File: src/rtl/vga_overlay_pkg.sv
// Shared types, ROM chip-select encodings and the on-screen field layout for vga_glyph_overlay.
package vga_overlay_pkg;

  typedef enum logic {
    DIGIT_PAIR = 1'b0,
    FLAG       = 1'b1
  } field_kind_t;

  localparam int unsigned MAX_FIELDS = 16;
  localparam int unsigned DASH_GLYPH = 10;

  localparam logic [1:0] CS_BG    = 2'b00;
  localparam logic [1:0] CS_DIGIT = 2'b01;
  localparam logic [1:0] CS_IND   = 2'b11;

  // Two rows of four digit pairs, then a row of four indicators; spare entries sit off-screen.
  localparam field_kind_t FIELD_KIND [MAX_FIELDS] = '{
    DIGIT_PAIR, DIGIT_PAIR, DIGIT_PAIR, DIGIT_PAIR,
    DIGIT_PAIR, DIGIT_PAIR, DIGIT_PAIR, DIGIT_PAIR,
    FLAG, FLAG, FLAG, FLAG,
    DIGIT_PAIR, DIGIT_PAIR, DIGIT_PAIR, DIGIT_PAIR
  };
  localparam logic [9:0] FIELD_X [MAX_FIELDS] = '{
    10'd132, 10'd232, 10'd332, 10'd432,
    10'd132, 10'd232, 10'd332, 10'd432,
    10'd100, 10'd220, 10'd340, 10'd460,
    10'd1000, 10'd1000, 10'd1000, 10'd1000
  };
  localparam logic [9:0] FIELD_XU [MAX_FIELDS] = '{
    10'd172, 10'd272, 10'd372, 10'd472,
    10'd172, 10'd272, 10'd372, 10'd472,
    10'd0, 10'd0, 10'd0, 10'd0,
    10'd1000, 10'd1000, 10'd1000, 10'd1000
  };
  localparam logic [9:0] FIELD_Y [MAX_FIELDS] = '{
    10'd130, 10'd130, 10'd130, 10'd130,
    10'd230, 10'd230, 10'd230, 10'd230,
    10'd330, 10'd330, 10'd330, 10'd330,
    10'd1000, 10'd1000, 10'd1000, 10'd1000
  };

endpackage

File: src/rtl/vga_glyph_overlay_bin2bcd.sv
// Binary to BCD digit pair; values above 99 render as a pair of dashes.
module bin2bcd_clamp
  import vga_overlay_pkg::*;
(
  input  logic [6:0] binIn,
  output logic [3:0] tens_c,
  output logic [3:0] ones_c
);

  always_comb begin
    tens_c = 4'(DASH_GLYPH);
    ones_c = 4'(DASH_GLYPH);
    if (binIn <= 7'd99) begin
      tens_c = 4'(binIn / 7'd10);
      ones_c = 4'(binIn % 7'd10);
    end
  end

endmodule

File: src/rtl/vga_glyph_overlay.sv
// Per-frame field fetch into a shadow bank with atomic commit, plus a 2-stage pixel ROM addresser.
// Optional VGA_CURSOR_BLINK_EN: cursor underline blinks with a 64-frame period.
module vga_glyph_overlay
  import vga_overlay_pkg::*;
#(
  parameter int unsigned NUM_FIELDS = 12,
  parameter int unsigned ADDR_W     = 4,
  parameter int unsigned GLYPH_W    = 40,
  parameter int unsigned GLYPH_H    = 60,
  parameter int unsigned IND_W      = 100,
  parameter int unsigned IND_H      = 20,
  parameter int unsigned CURSOR_H   = 5,
  parameter int unsigned H_ACTIVE   = 640,
  parameter int unsigned ROM_ADDR_W = 19
) (
  input  logic                  CLK,
  input  logic                  RESET,
  input  logic [9:0]            PosX,
  input  logic [9:0]            PosY,
  output logic [ADDR_W-1:0]     MemAddrOut,
  output logic                  MemReq,
  input  logic                  MemAck,
  input  logic [7:0]            MemDataIN,
  output logic [ROM_ADDR_W-1:0] ROMAddrOut,
  output logic [1:0]            ROMCS,
  output logic                  FetchBusy,
  output logic                  Overrun
);

  typedef logic [ROM_ADDR_W-1:0] addr_t;
  typedef enum logic [1:0] {IDLE, FETCH, GAP, COMMIT} fetch_state_t;

  fetch_state_t state, stateNext;
  logic [ADDR_W-1:0] memAddrNext;
  logic shadowWe, commit;
  logic prevZero, atOrigin, frameStart, underBlank;

  addr_t shTens [NUM_FIELDS];
  addr_t shOnes [NUM_FIELDS];
  addr_t dispTens [NUM_FIELDS];
  addr_t dispOnes [NUM_FIELDS];
  logic [7:0] shCursor, cursorReg;

  logic [3:0] bcdTens, bcdOnes;
  addr_t digTensOff, digOnesOff, flagOff;

  assign atOrigin   = (PosX == 10'd0) && (PosY == 10'd0);
  assign frameStart = atOrigin && !prevZero;

  always_ff @(posedge CLK or posedge RESET) begin
    if (RESET) begin
      prevZero <= 1'b1;
      Overrun  <= 1'b0;
    end else begin
      prevZero <= atOrigin;
      if (frameStart && state != IDLE) Overrun <= 1'b1;
    end
  end

`ifdef VGA_CURSOR_BLINK_EN
  logic [5:0] frameCnt;
  always_ff @(posedge CLK or posedge RESET) begin
    if (RESET) frameCnt <= 6'd0;
    else if (frameStart) frameCnt <= frameCnt + 6'd1;
  end
  assign underBlank = frameCnt[5];
`else
  assign underBlank = 1'b1;
`endif

  // Fetch FSM: state register and registered handshake outputs
  always_ff @(posedge CLK or posedge RESET) begin
    if (RESET) begin
      state      <= IDLE;
      MemAddrOut <= '0;
      MemReq     <= 1'b0;
      FetchBusy  <= 1'b0;
    end else begin
      state      <= stateNext;
      MemAddrOut <= memAddrNext;
      MemReq     <= (stateNext == FETCH);
      FetchBusy  <= (stateNext != IDLE);
    end
  end

  always_comb begin
    stateNext   = state;
    memAddrNext = MemAddrOut;
    shadowWe    = 1'b0;
    commit      = 1'b0;
    unique case (state)
      IDLE: begin
        if (frameStart) begin
          stateNext   = FETCH;
          memAddrNext = '0;
        end
      end
      FETCH: begin
        if (MemAck) begin
          shadowWe    = 1'b1;
          memAddrNext = MemAddrOut + ADDR_W'(1);
          stateNext   = (MemAddrOut == ADDR_W'(NUM_FIELDS)) ? COMMIT : GAP;
        end
      end
      GAP:    stateNext = FETCH;
      COMMIT: begin
        commit    = 1'b1;
        stateNext = IDLE;
      end
      default: stateNext = IDLE;
    endcase
  end

  bin2bcd_clamp uBcd (
    .binIn  (MemDataIN[6:0]),
    .tens_c (bcdTens),
    .ones_c (bcdOnes)
  );

  assign digTensOff = addr_t'(bcdTens) * addr_t'(GLYPH_H);
  assign digOnesOff = addr_t'(bcdOnes) * addr_t'(GLYPH_H);
  assign flagOff    = MemDataIN[0] ? addr_t'(IND_H) : '0;

  // Shadow bank fills during fetch; display bank only moves on COMMIT
  always_ff @(posedge CLK or posedge RESET) begin
    if (RESET) begin
      for (int i = 0; i < int'(NUM_FIELDS); i++) begin
        shTens[i]   <= '0;
        shOnes[i]   <= '0;
        dispTens[i] <= '0;
        dispOnes[i] <= '0;
      end
      shCursor  <= 8'd0;
      cursorReg <= 8'd0;
    end else begin
      if (shadowWe) begin
        for (int i = 0; i < int'(NUM_FIELDS); i++) begin
          if (MemAddrOut == ADDR_W'(i)) begin
            shTens[i] <= (FIELD_KIND[i] == FLAG) ? flagOff : digTensOff;
            shOnes[i] <= (FIELD_KIND[i] == FLAG) ? '0 : digOnesOff;
          end
        end
        if (MemAddrOut == ADDR_W'(NUM_FIELDS)) shCursor <= MemDataIN;
      end
      if (commit) begin
        for (int i = 0; i < int'(NUM_FIELDS); i++) begin
          dispTens[i] <= shTens[i];
          dispOnes[i] <= shOnes[i];
        end
        cursorReg <= shCursor;
      end
    end
  end

  function automatic logic inBox(input addr_t px, input addr_t py, input addr_t bx,
                                 input addr_t by, input addr_t w, input addr_t h);
    return (px >= bx) && (px < bx + w) && (py >= by) && (py < by + h);
  endfunction

  // Stage 1: hit test, highest index first so the lowest overlapping field wins
  addr_t px, py, relXC, relYC;
  logic hitC, flagC, onesC, underC;
  logic [ADDR_W-1:0] idxC;

  assign px = addr_t'(PosX);
  assign py = addr_t'(PosY);

  always_comb begin
    hitC   = 1'b0;
    flagC  = 1'b0;
    onesC  = 1'b0;
    underC = 1'b0;
    idxC   = '0;
    relXC  = '0;
    relYC  = '0;
    for (int i = int'(NUM_FIELDS) - 1; i >= 0; i--) begin
      if (FIELD_KIND[i] == FLAG) begin
        if (inBox(px, py, addr_t'(FIELD_X[i]), addr_t'(FIELD_Y[i]), addr_t'(IND_W), addr_t'(IND_H))) begin
          hitC   = 1'b1;
          flagC  = 1'b1;
          onesC  = 1'b0;
          idxC   = ADDR_W'(i);
          relXC  = px - addr_t'(FIELD_X[i]);
          relYC  = py - addr_t'(FIELD_Y[i]);
          underC = (cursorReg == 8'(i + 1)) && (relYC >= addr_t'(IND_H - CURSOR_H));
        end
      end else begin
        if (inBox(px, py, addr_t'(FIELD_XU[i]), addr_t'(FIELD_Y[i]), addr_t'(GLYPH_W), addr_t'(GLYPH_H))) begin
          hitC   = 1'b1;
          flagC  = 1'b0;
          onesC  = 1'b1;
          idxC   = ADDR_W'(i);
          relXC  = px - addr_t'(FIELD_XU[i]);
          relYC  = py - addr_t'(FIELD_Y[i]);
          underC = (cursorReg == 8'(i + 1)) && (relYC >= addr_t'(GLYPH_H - CURSOR_H));
        end
        if (inBox(px, py, addr_t'(FIELD_X[i]), addr_t'(FIELD_Y[i]), addr_t'(GLYPH_W), addr_t'(GLYPH_H))) begin
          hitC   = 1'b1;
          flagC  = 1'b0;
          onesC  = 1'b0;
          idxC   = ADDR_W'(i);
          relXC  = px - addr_t'(FIELD_X[i]);
          relYC  = py - addr_t'(FIELD_Y[i]);
          underC = (cursorReg == 8'(i + 1)) && (relYC >= addr_t'(GLYPH_H - CURSOR_H));
        end
      end
    end
  end

  logic s1Hit, s1Flag, s1Ones;
  logic [ADDR_W-1:0] s1Idx;
  addr_t s1RelX, s1RelY;
  logic [9:0] s1PosX, s1PosY;

  always_ff @(posedge CLK or posedge RESET) begin
    if (RESET) begin
      s1Hit  <= 1'b0;
      s1Flag <= 1'b0;
      s1Ones <= 1'b0;
      s1Idx  <= '0;
      s1RelX <= '0;
      s1RelY <= '0;
      s1PosX <= 10'd0;
      s1PosY <= 10'd0;
    end else begin
      s1Hit  <= hitC && !(underC && underBlank);
      s1Flag <= flagC;
      s1Ones <= onesC;
      s1Idx  <= idxC;
      s1RelX <= relXC;
      s1RelY <= relYC;
      s1PosX <= PosX;
      s1PosY <= PosY;
    end
  end

  // Stage 2: glyph or background address
  addr_t offC, widthC, hitAddrC, missAddrC;

  always_comb begin
    offC = '0;
    for (int i = 0; i < int'(NUM_FIELDS); i++) begin
      if (s1Idx == ADDR_W'(i)) offC = s1Ones ? dispOnes[i] : dispTens[i];
    end
    widthC    = s1Flag ? addr_t'(IND_W) : addr_t'(GLYPH_W);
    hitAddrC  = s1RelX + widthC * (s1RelY + offC);
    missAddrC = addr_t'(s1PosX) + addr_t'(H_ACTIVE) * addr_t'(s1PosY);
  end

  always_ff @(posedge CLK or posedge RESET) begin
    if (RESET) begin
      ROMCS      <= CS_BG;
      ROMAddrOut <= '0;
    end else begin
      ROMCS      <= s1Hit ? (s1Flag ? CS_IND : CS_DIGIT) : CS_BG;
      ROMAddrOut <= s1Hit ? hitAddrC : missAddrC;
    end
  end

endmodule

File: config.mk
export PLATFORM = sky130hd
export DESIGN_NAME = vga_glyph_overlay
export DESIGN_NICKNAME = d
export VERILOG_FILES = /design/src/rtl/vga_overlay_pkg.sv /design/src/rtl/vga_glyph_overlay_bin2bcd.sv /design/src/rtl/vga_glyph_overlay.sv
export SDC_FILE = /design/constraint.sdc
export NUM_CORES = 1
export LEC_CHECK = 0
export BUFFER_PORTS_ARGS = -buffer_cell sky130_fd_sc_hd__buf_4
export CAP_MARGIN = 40
export CORE_MARGIN = 1
export CORE_UTILIZATION = 30
export DETAILED_ROUTE_END_ITERATION = 8
export GPL_TIMING_DRIVEN = 1
export PLACE_DENSITY = 0.45
export SLEW_MARGIN = 40
export SYNTH_ARGS = -nofsm -noshare
export SYNTH_HDL_FRONTEND = slang
export SYNTH_HIERARCHICAL = 1
export SYNTH_SLANG_ARGS = --single-unit
File: constraint.sdc
create_clock -name CLK -period 14.8 [get_ports CLK]
set_input_delay 3.7 -clock CLK [delete_from_list [all_inputs] [get_ports CLK]]
set_output_delay 3.7 -clock CLK [all_outputs]
set_load 0.05 [all_outputs]
### Yosys cells after proc, flatten, opt, wreduce, memory -nomap -nowiden

Index checks and enable logic that the tools add are counted.
Widths: inputs -> output; s select.

| word-level totals | value |
|---|---|
| memory bits (writable) | 0 |
| word-level logic and storage cells | 423 |
| input bits | 31 |
| latch bits | 0 |
| memories | 0 |
| ROM bits | 0 |
| output and inout port bits | 28 |
| register bits | 520 |

| cells by class | value |
|---|---|
| shift operators | 0 |
| multipliers | 4 |
| $add $sub $neg | 19 |
| divide/modulo/power cells | 2 |
| reductions and logical operators | 92 |
| mux-type cells | 173 |
| bitwise logic cells | 0 |
| equal/unequal tests | 41 |
| $lt $le $gt $ge | 34 |

Operators with widths:

| kind | count |
|---|---|
| $mux 19 | 56 |
| $mux 4 | 24 |
| $lt 10x9->1 const B | 9 |
| $mux 10 | 9 |
| $sub 10x9->11 const B | 8 |
| $ge 10x9->1 const B | 8 |
| $mux 1 | 76 |
| $logic_and 1x1->1 | 68 |
| $sub 10x8->11 const B | 6 |
| $ge 10x8->1 const B | 6 |
| $eq 8x4->1 const B | 5 |
| $lt 10x8->1 const B | 4 |
| $add 19x19->19 | 2 |
| $ge 19x6->1 const B | 2 |
| $eq 4x4->1 const B | 9 |
| $eq 4x3->1 const B | 8 |
| $eq 8x3->1 const B | 4 |
| $reduce_and 2->1 | 13 |
| $logic_not 10->1 | 2 |
| $lt 10x10->1 const B | 2 |
| $add 10x19->19 | 1 |
| $ge 19x4->1 const B | 1 |
| $mul 7x19->19 | 1 |
| $eq 4x2->1 const B | 4 |
| 24 further kinds | 37 |

### Longest topological paths before layout

| depth | value |
|---|---|
| depth in word-level cells | 26 |
| mapped depth | 35 |
| gate-level depth less buffers | 34 |

### Modules after synthesis

The synthesis kept the hierarchy.

Modules (own cells, without submodules):

| module | instances | area an instance (sq um) | cells each | sequential area each (sq um) |
|---|---|---|---|---|
| vga_glyph_overlay | 1 | 21595.7 | 2022 | 9009.9 |
| bin2bcd_clamp | 1 | 514.2 | 65 | 0.0 |

### Least setup slack after synthesis

OpenSTA, ideal clock, no wires.

| timing | value |
|---|---|
| kind | input -> register |
| start point | input port MemDataIN[2] |
| end point | register shOnes[104] (netlist name) |
| setup slack | 6873 ps |
| buffers on the path | 1 |
| arrival | 7802 ps |
| setup time | 125 ps |
| required time | 14675 ps |
| stages | 21 |
| cell sequence | buf_2 inv_1 xnor2_2 a211o_1 inv_1 ha_1 inv_1 o2bb2ai_4 nand2_2 a221oi_2 fa_1 inv_1 fa_1 inv_1 ha_1 a21o_1 a21oi_1 o21bai_1 a21oi_1 xnor2_1 mux2_2 |

| on the way | value |
|---|---|
| word-level cells in the longest chain between the ends | 3 |
| elaborated cells between the ends (all ways) | 4 |
| classes of those cells | mul (1); div (1); order compare (1); mux (1) |

RTL lines:

| element | line | source |
|---|---|---|
| start: declaration | vga_glyph_overlay.sv:23 | `input logic [7:0] MemDataIN,` |
| $mod 7x4->7 or $le 7x7->1 (tied branches) | vga_glyph_overlay_bin2bcd.sv:15, vga_glyph_overlay_bin2bcd.sv:13 |  |
| $mux 4 (*) | vga_glyph_overlay_bin2bcd.sv:13 | `if (binIn <= 7'd99) begin` |
| net bcdOnes[2] | vga_glyph_overlay.sv:44 | `logic [3:0] bcdTens, bcdOnes;` |
| $mul 4x4->8 (*) | vga_glyph_overlay.sv:121 | `assign digOnesOff = addr_t'(bcdOnes) * addr_t'(GLYPH_H);` |
| end signal: indexed assignment | vga_glyph_overlay.sv:140 | `shOnes[i] <= (FIELD_KIND[i] == FLAG) ? '0 : digOnesOff;` |
| end: declaration | vga_glyph_overlay.sv:39 | `addr_t shOnes [NUM_FIELDS];` |

The timed path passes the listed nets; every way through them passes the cells marked *.
A chain may end at the register's enable or synchronous reset.

### Worst setup path in the final report

| timing | value |
|---|---|
| start point | register s1Ones |
| end point | register ROMAddrOut[18] |

| on the way | value |
|---|---|
| word-level cells in the longest chain between the ends | 17 |
| elaborated cells between the ends (all ways) | 28 |
| classes of those cells | add/sub (2); mul (1); mux (25) |

RTL lines:

| element | line | source |
|---|---|---|
| start: declaration | vga_glyph_overlay.sv:210 | `logic s1Hit, s1Flag, s1Ones;` |
| start signal: assignment | vga_glyph_overlay.sv:228 | `s1Ones <= onesC;` |
| $mux 10 (2 in a row) | vga_glyph_overlay.sv:243 | `if (s1Idx == ADDR_W'(i)) offC = s1Ones ? dispOnes[i] : dispTens[i];` |
| $mux 19 (10 in a row) | vga_glyph_overlay.sv:243 |  |
| $mux 19 (*) | vga_glyph_overlay.sv:243 |  |
| $add 19x19->19 (*) | vga_glyph_overlay.sv:246 | `hitAddrC = s1RelX + widthC * (s1RelY + offC);` |
| $mul 7x19->19 (*) | vga_glyph_overlay.sv:246 |  |
| $add 19x19->19 (*) | vga_glyph_overlay.sv:246 |  |
| $mux 19 (*) | vga_glyph_overlay.sv:256 | `ROMAddrOut <= s1Hit ? hitAddrC : missAddrC;` |
| end signal: assignment | vga_glyph_overlay.sv:256 |  |
| end: declaration | vga_glyph_overlay.sv:24 | `output logic [ROM_ADDR_W-1:0] ROMAddrOut,` |

Mark *: on every way between the ends. The rest lies on a longest branch, timed or not.

==> summary.md <==
| Metric | Value |
|---|---|
| DRT Wirelength | `64700 µm` |
| FF-to-FF Start | `s1Ones$_DFF_PP0_` |
| R2R depth | `31` |
| Final net count | `2333` |
| Post-placement cell count | `3038` |
| Starting density of the core | `0.303` |
| Worst skew pair latency | `0.59 ns` |
| Pin count of the biggest net entering global routing | `160` |
| Most frequent cells in the layout | `dfrtp_1, mux2_2, nand2_1` |
| Most common cell after layout, fill and taps aside | `dfrtp_1` |
| CP Launch Type | `flop` |
| Sw Pwr | `0.00117 W` |
| # port buffers | `58` |
| Synth cell types | `111` |
| Status | `finished clean` |
| Hold Crit Start | `shTens[177]$_DFFE_PP0P_` |
| Global-route wire length before repair | `100000 µm` |
| Clk sinks | `360` |
| Pwr Density | `133 nW/µm²` |
| Io pins | `59` |
| Worst-Margin Slew | `0.816 ns` |
| WP data required | `15.24 ns` |
| CP Capture Type | `flop` |
| RSZ-0062 raised after global routing | `false` |
| Clock-pin slew on the worst setup and hold paths | `0.06 ns` |
| Flop pwr share | `0.358` |
| Switching Fraction | `0.352` |
| Top cell by count, worst path | `fa_1` |
| Post-cts repair resize count | `0` |
| Die W | `273 µm` |
| Max H-tree Level | `2` |
| HP Class | `flop to flop` |
| Vias/cell | `5.13` |
| Final ANT Viol Nets | `0` |
| Final std cells w/o fill | `3115` |
| Synth top area share | `0.406` |
| Count of final setup violators | `0` |
| CTS buffer count | `41` |
| # hold bufs at CTS | `0` |
| Syn Area/Cell | `10.6 µm²` |
| Clock root cell | `clkbuf_16` |
| Final period utilization | `0.566` |
| Cell count after synthesis | `2087` |
| Sum of buffers and inverters on the critical path | `4` |
| Reg-to-reg slack, setup | `6.43 ns` |
| # rows | `99` |
| Post-synth EDFFs | `0` |
| Max-slew violations | `0` |
| VDD IR max | `80.9 µV` |
| GRT overflow | `0` |
| Async SR Flop Fraction | `1.00` |
| Tmin final | `8.37 ns` |
| Core ar. | `73000 µm²` |
| Seq cells post-synth | `360` |
| Detailed placement HPWL | `45700 µm` |
| Final Hold Fails | `0` |
| Worst rel slew slack | `0.454` |
| Largest fanout on the critical path | `37` |
| Post-Syn Area | `22100 µm²` |
| Pre-antenna DRT Iters | `5` |
| Max-cap viol count | `0` |
| Largest cells by area after synthesis | `dfrtp_1, mux2_2, ha_1` |
| Layout cells sized above 1 | `0.216` |
| Top FF cell, synth | `dfrtp_1` |
| Hold_ws | `0.474 ns` |
| Pint | `0.00216 W` |
| Post-synthesis sequential area ratio | `0.408` |
| ANT cells | `0` |
| Setup Fix Bufs, Post-CTS | `0` |
| CP arrival | `8.82 ns` |
| CTS Buffer Depth | `3` |
| Pleak | `11.7 nW` |
| Initial antenna violation count | `5` |
| Die height | `273 µm` |
| Slowest CP cell | `dfrtp_4` |
| Area leader, netlist | `dfrtp_1` |
| Total GRT Usage | `0.174` |
| Setup Crit Path Kind | `flop to flop` |
| Drt wl/cell | `20.8 µm` |
| DRC | `0` |
| CTS tree | `yes` |
| Setup TNS | `0 ns` |
| Vias | `15993` |
| DRT iter0 DRCs | `1071` |
| CP max stage delay | `0.80 ns` |
| Vias in the first global route | `16024` |
| Logic gate share of total power | `0.318` |
| Clock power frac | `0.323` |
| Core Util, Final | `0.344` |
| Fmax | `119 MHz` |
| Critical R2R Capture | `ROMAddrOut[18]$_DFF_PP0_` |
| Cell family with most CP delay | `compound AO/OA/AOI/OAI gates` |
| Setup Skew | `0.0181 ns` |
| Area delta synth->final | `13.5%` |
| GP Congestion | `0.933` |
| Hold path cells | `2` |
| Hold worst-path end | `shTens[177]$_DFFE_PP0P_` |
| Die area | `74800 µm²` |
| Syn. warnings | `6` |
through the flow:
step / cell area, µm² / total power, W / setup slack (ns)
3_5_place_dp: 23600 / 0.00229 / 6.33
5_1_grt: 25100 / 0.00355 / 5.82
2_1_floorplan: 22100 / 0.00194 / 1.11
3_3_place_gp: 23600 / 0.00227 / 6.39
4_1_cts: 25000 / 0.00338 / 6.39
6_report: 25100 / 0.00333 / 6.43
Yosys cell counts, types with 7 or more instances:
library cell  count
a221oi_1          7
fa_1             50
o21ai_0         113
nand2b_1         17
inv_1           134
nor3b_1          10
o22ai_1          25
nand4_1           7
xnor2_1          60
o21a_1           13
a211oi_1          7
ha_1            128
a31oi_1          22
dfrtp_1         359
a22oi_1           8
mux2_2          243
a21oi_1          89
and3_1           12
a21o_1           23
buf_2            17
nand3_1          31
xor2_1           23
nor2b_1          17
nand2_1         137
o31ai_1           9
o221ai_1         12
clkbuf_1         54
mux2i_1          63
buf_1            18
o211ai_1          9
or2_2            10
nor2_1          115
nor3_1           46
o21ai_1          12
and2_1           25
metal layers:
layer,global-route usage,share of wire,routed length [µm]
met1,0.255,0.49,31900
met2,0.263,0.44,28500
met3,0.0231,0.040,2600
met4,0.0523,0.025,1640
met5,0,0.00015,10
worst max-delay path by stage:
stage                startpoint                       end  slack, ns  cells past startpoint
3_5_place_dp       MemDataIN[5]   shOnes[199]$_DFFE_PP0P_       6.33                     21
4_1_cts        s1Ones$_DFF_PP0_  ROMAddrOut[18]$_DFF_PP0_       6.39                     31
2_1_floorplan             RESET       FetchBusy$_DFF_PP0_       1.11                      1
3_3_place_gp       MemDataIN[6]   shOnes[122]$_DFFE_PP0P_       6.39                     19
6_report       s1Ones$_DFF_PP0_  ROMAddrOut[18]$_DFF_PP0_       6.43                     31
5_1_grt        s1Ones$_DFF_PP0_  ROMAddrOut[18]$_DFF_PP0_       5.82                     31
state kept, by name, summed over array words and instances (netlist names), 2 cells and up:
name / cells
state: 2
s1RelX: 11
dispTens: 68
s1Idx: 4
ROMAddrOut: 19
dispOnes: 64
s1PosX: 10
shOnes: 64
s1RelY: 11
s1PosY: 10
cursorReg: 8
shTens: 68
MemAddrOut: 4
ROMCS: 2
shCursor: 8
tightest hold or removal path: stages (launching register included):
cell and delay [ns]:
dfrtp_1 0.34, nand2_1 0.04, o21ai_0 0.06
cells by family after synthesis:
group                    Yosys count  synth area share
flip-flops                       360             0.408
AND/OR/NAND/NOR                  472             0.105
buffers and inverters            236            0.0432
adder cells (fa/ha/maj)          179             0.118
XOR/XNOR                          84            0.0336
AO/OA/AOI/OAI                    449             0.140
multiplexers                     306             0.152
other                              1          0.000170
cell type report:
cell class | count | area, µm²
fill | 7240 | 47900
multi-input combinational | 1496 | 12200
sequential | 360 | 9010
tap | 959 | 1200
clock buffer | 59 | 1190
timing repair buffer | 86 | 689
inverter | 139 | 534
clock inverter | 16 | 219
power groups by stage:
stage / registers, W / clock network [W] / logic, W
finish: 0.00119 / 0.00108 / 0.00106
global route: 0.00121 / 0.00115 / 0.00119
floorplan: 0.00124 / 0 / 0.000698
CTS: 0.00119 / 0.00111 / 0.00108
detailed placement: 0.00121 / 0 / 0.00108
global placement: 0.00121 / 0 / 0.00106
Note: power is estimated with default switching activity, not from simulation.
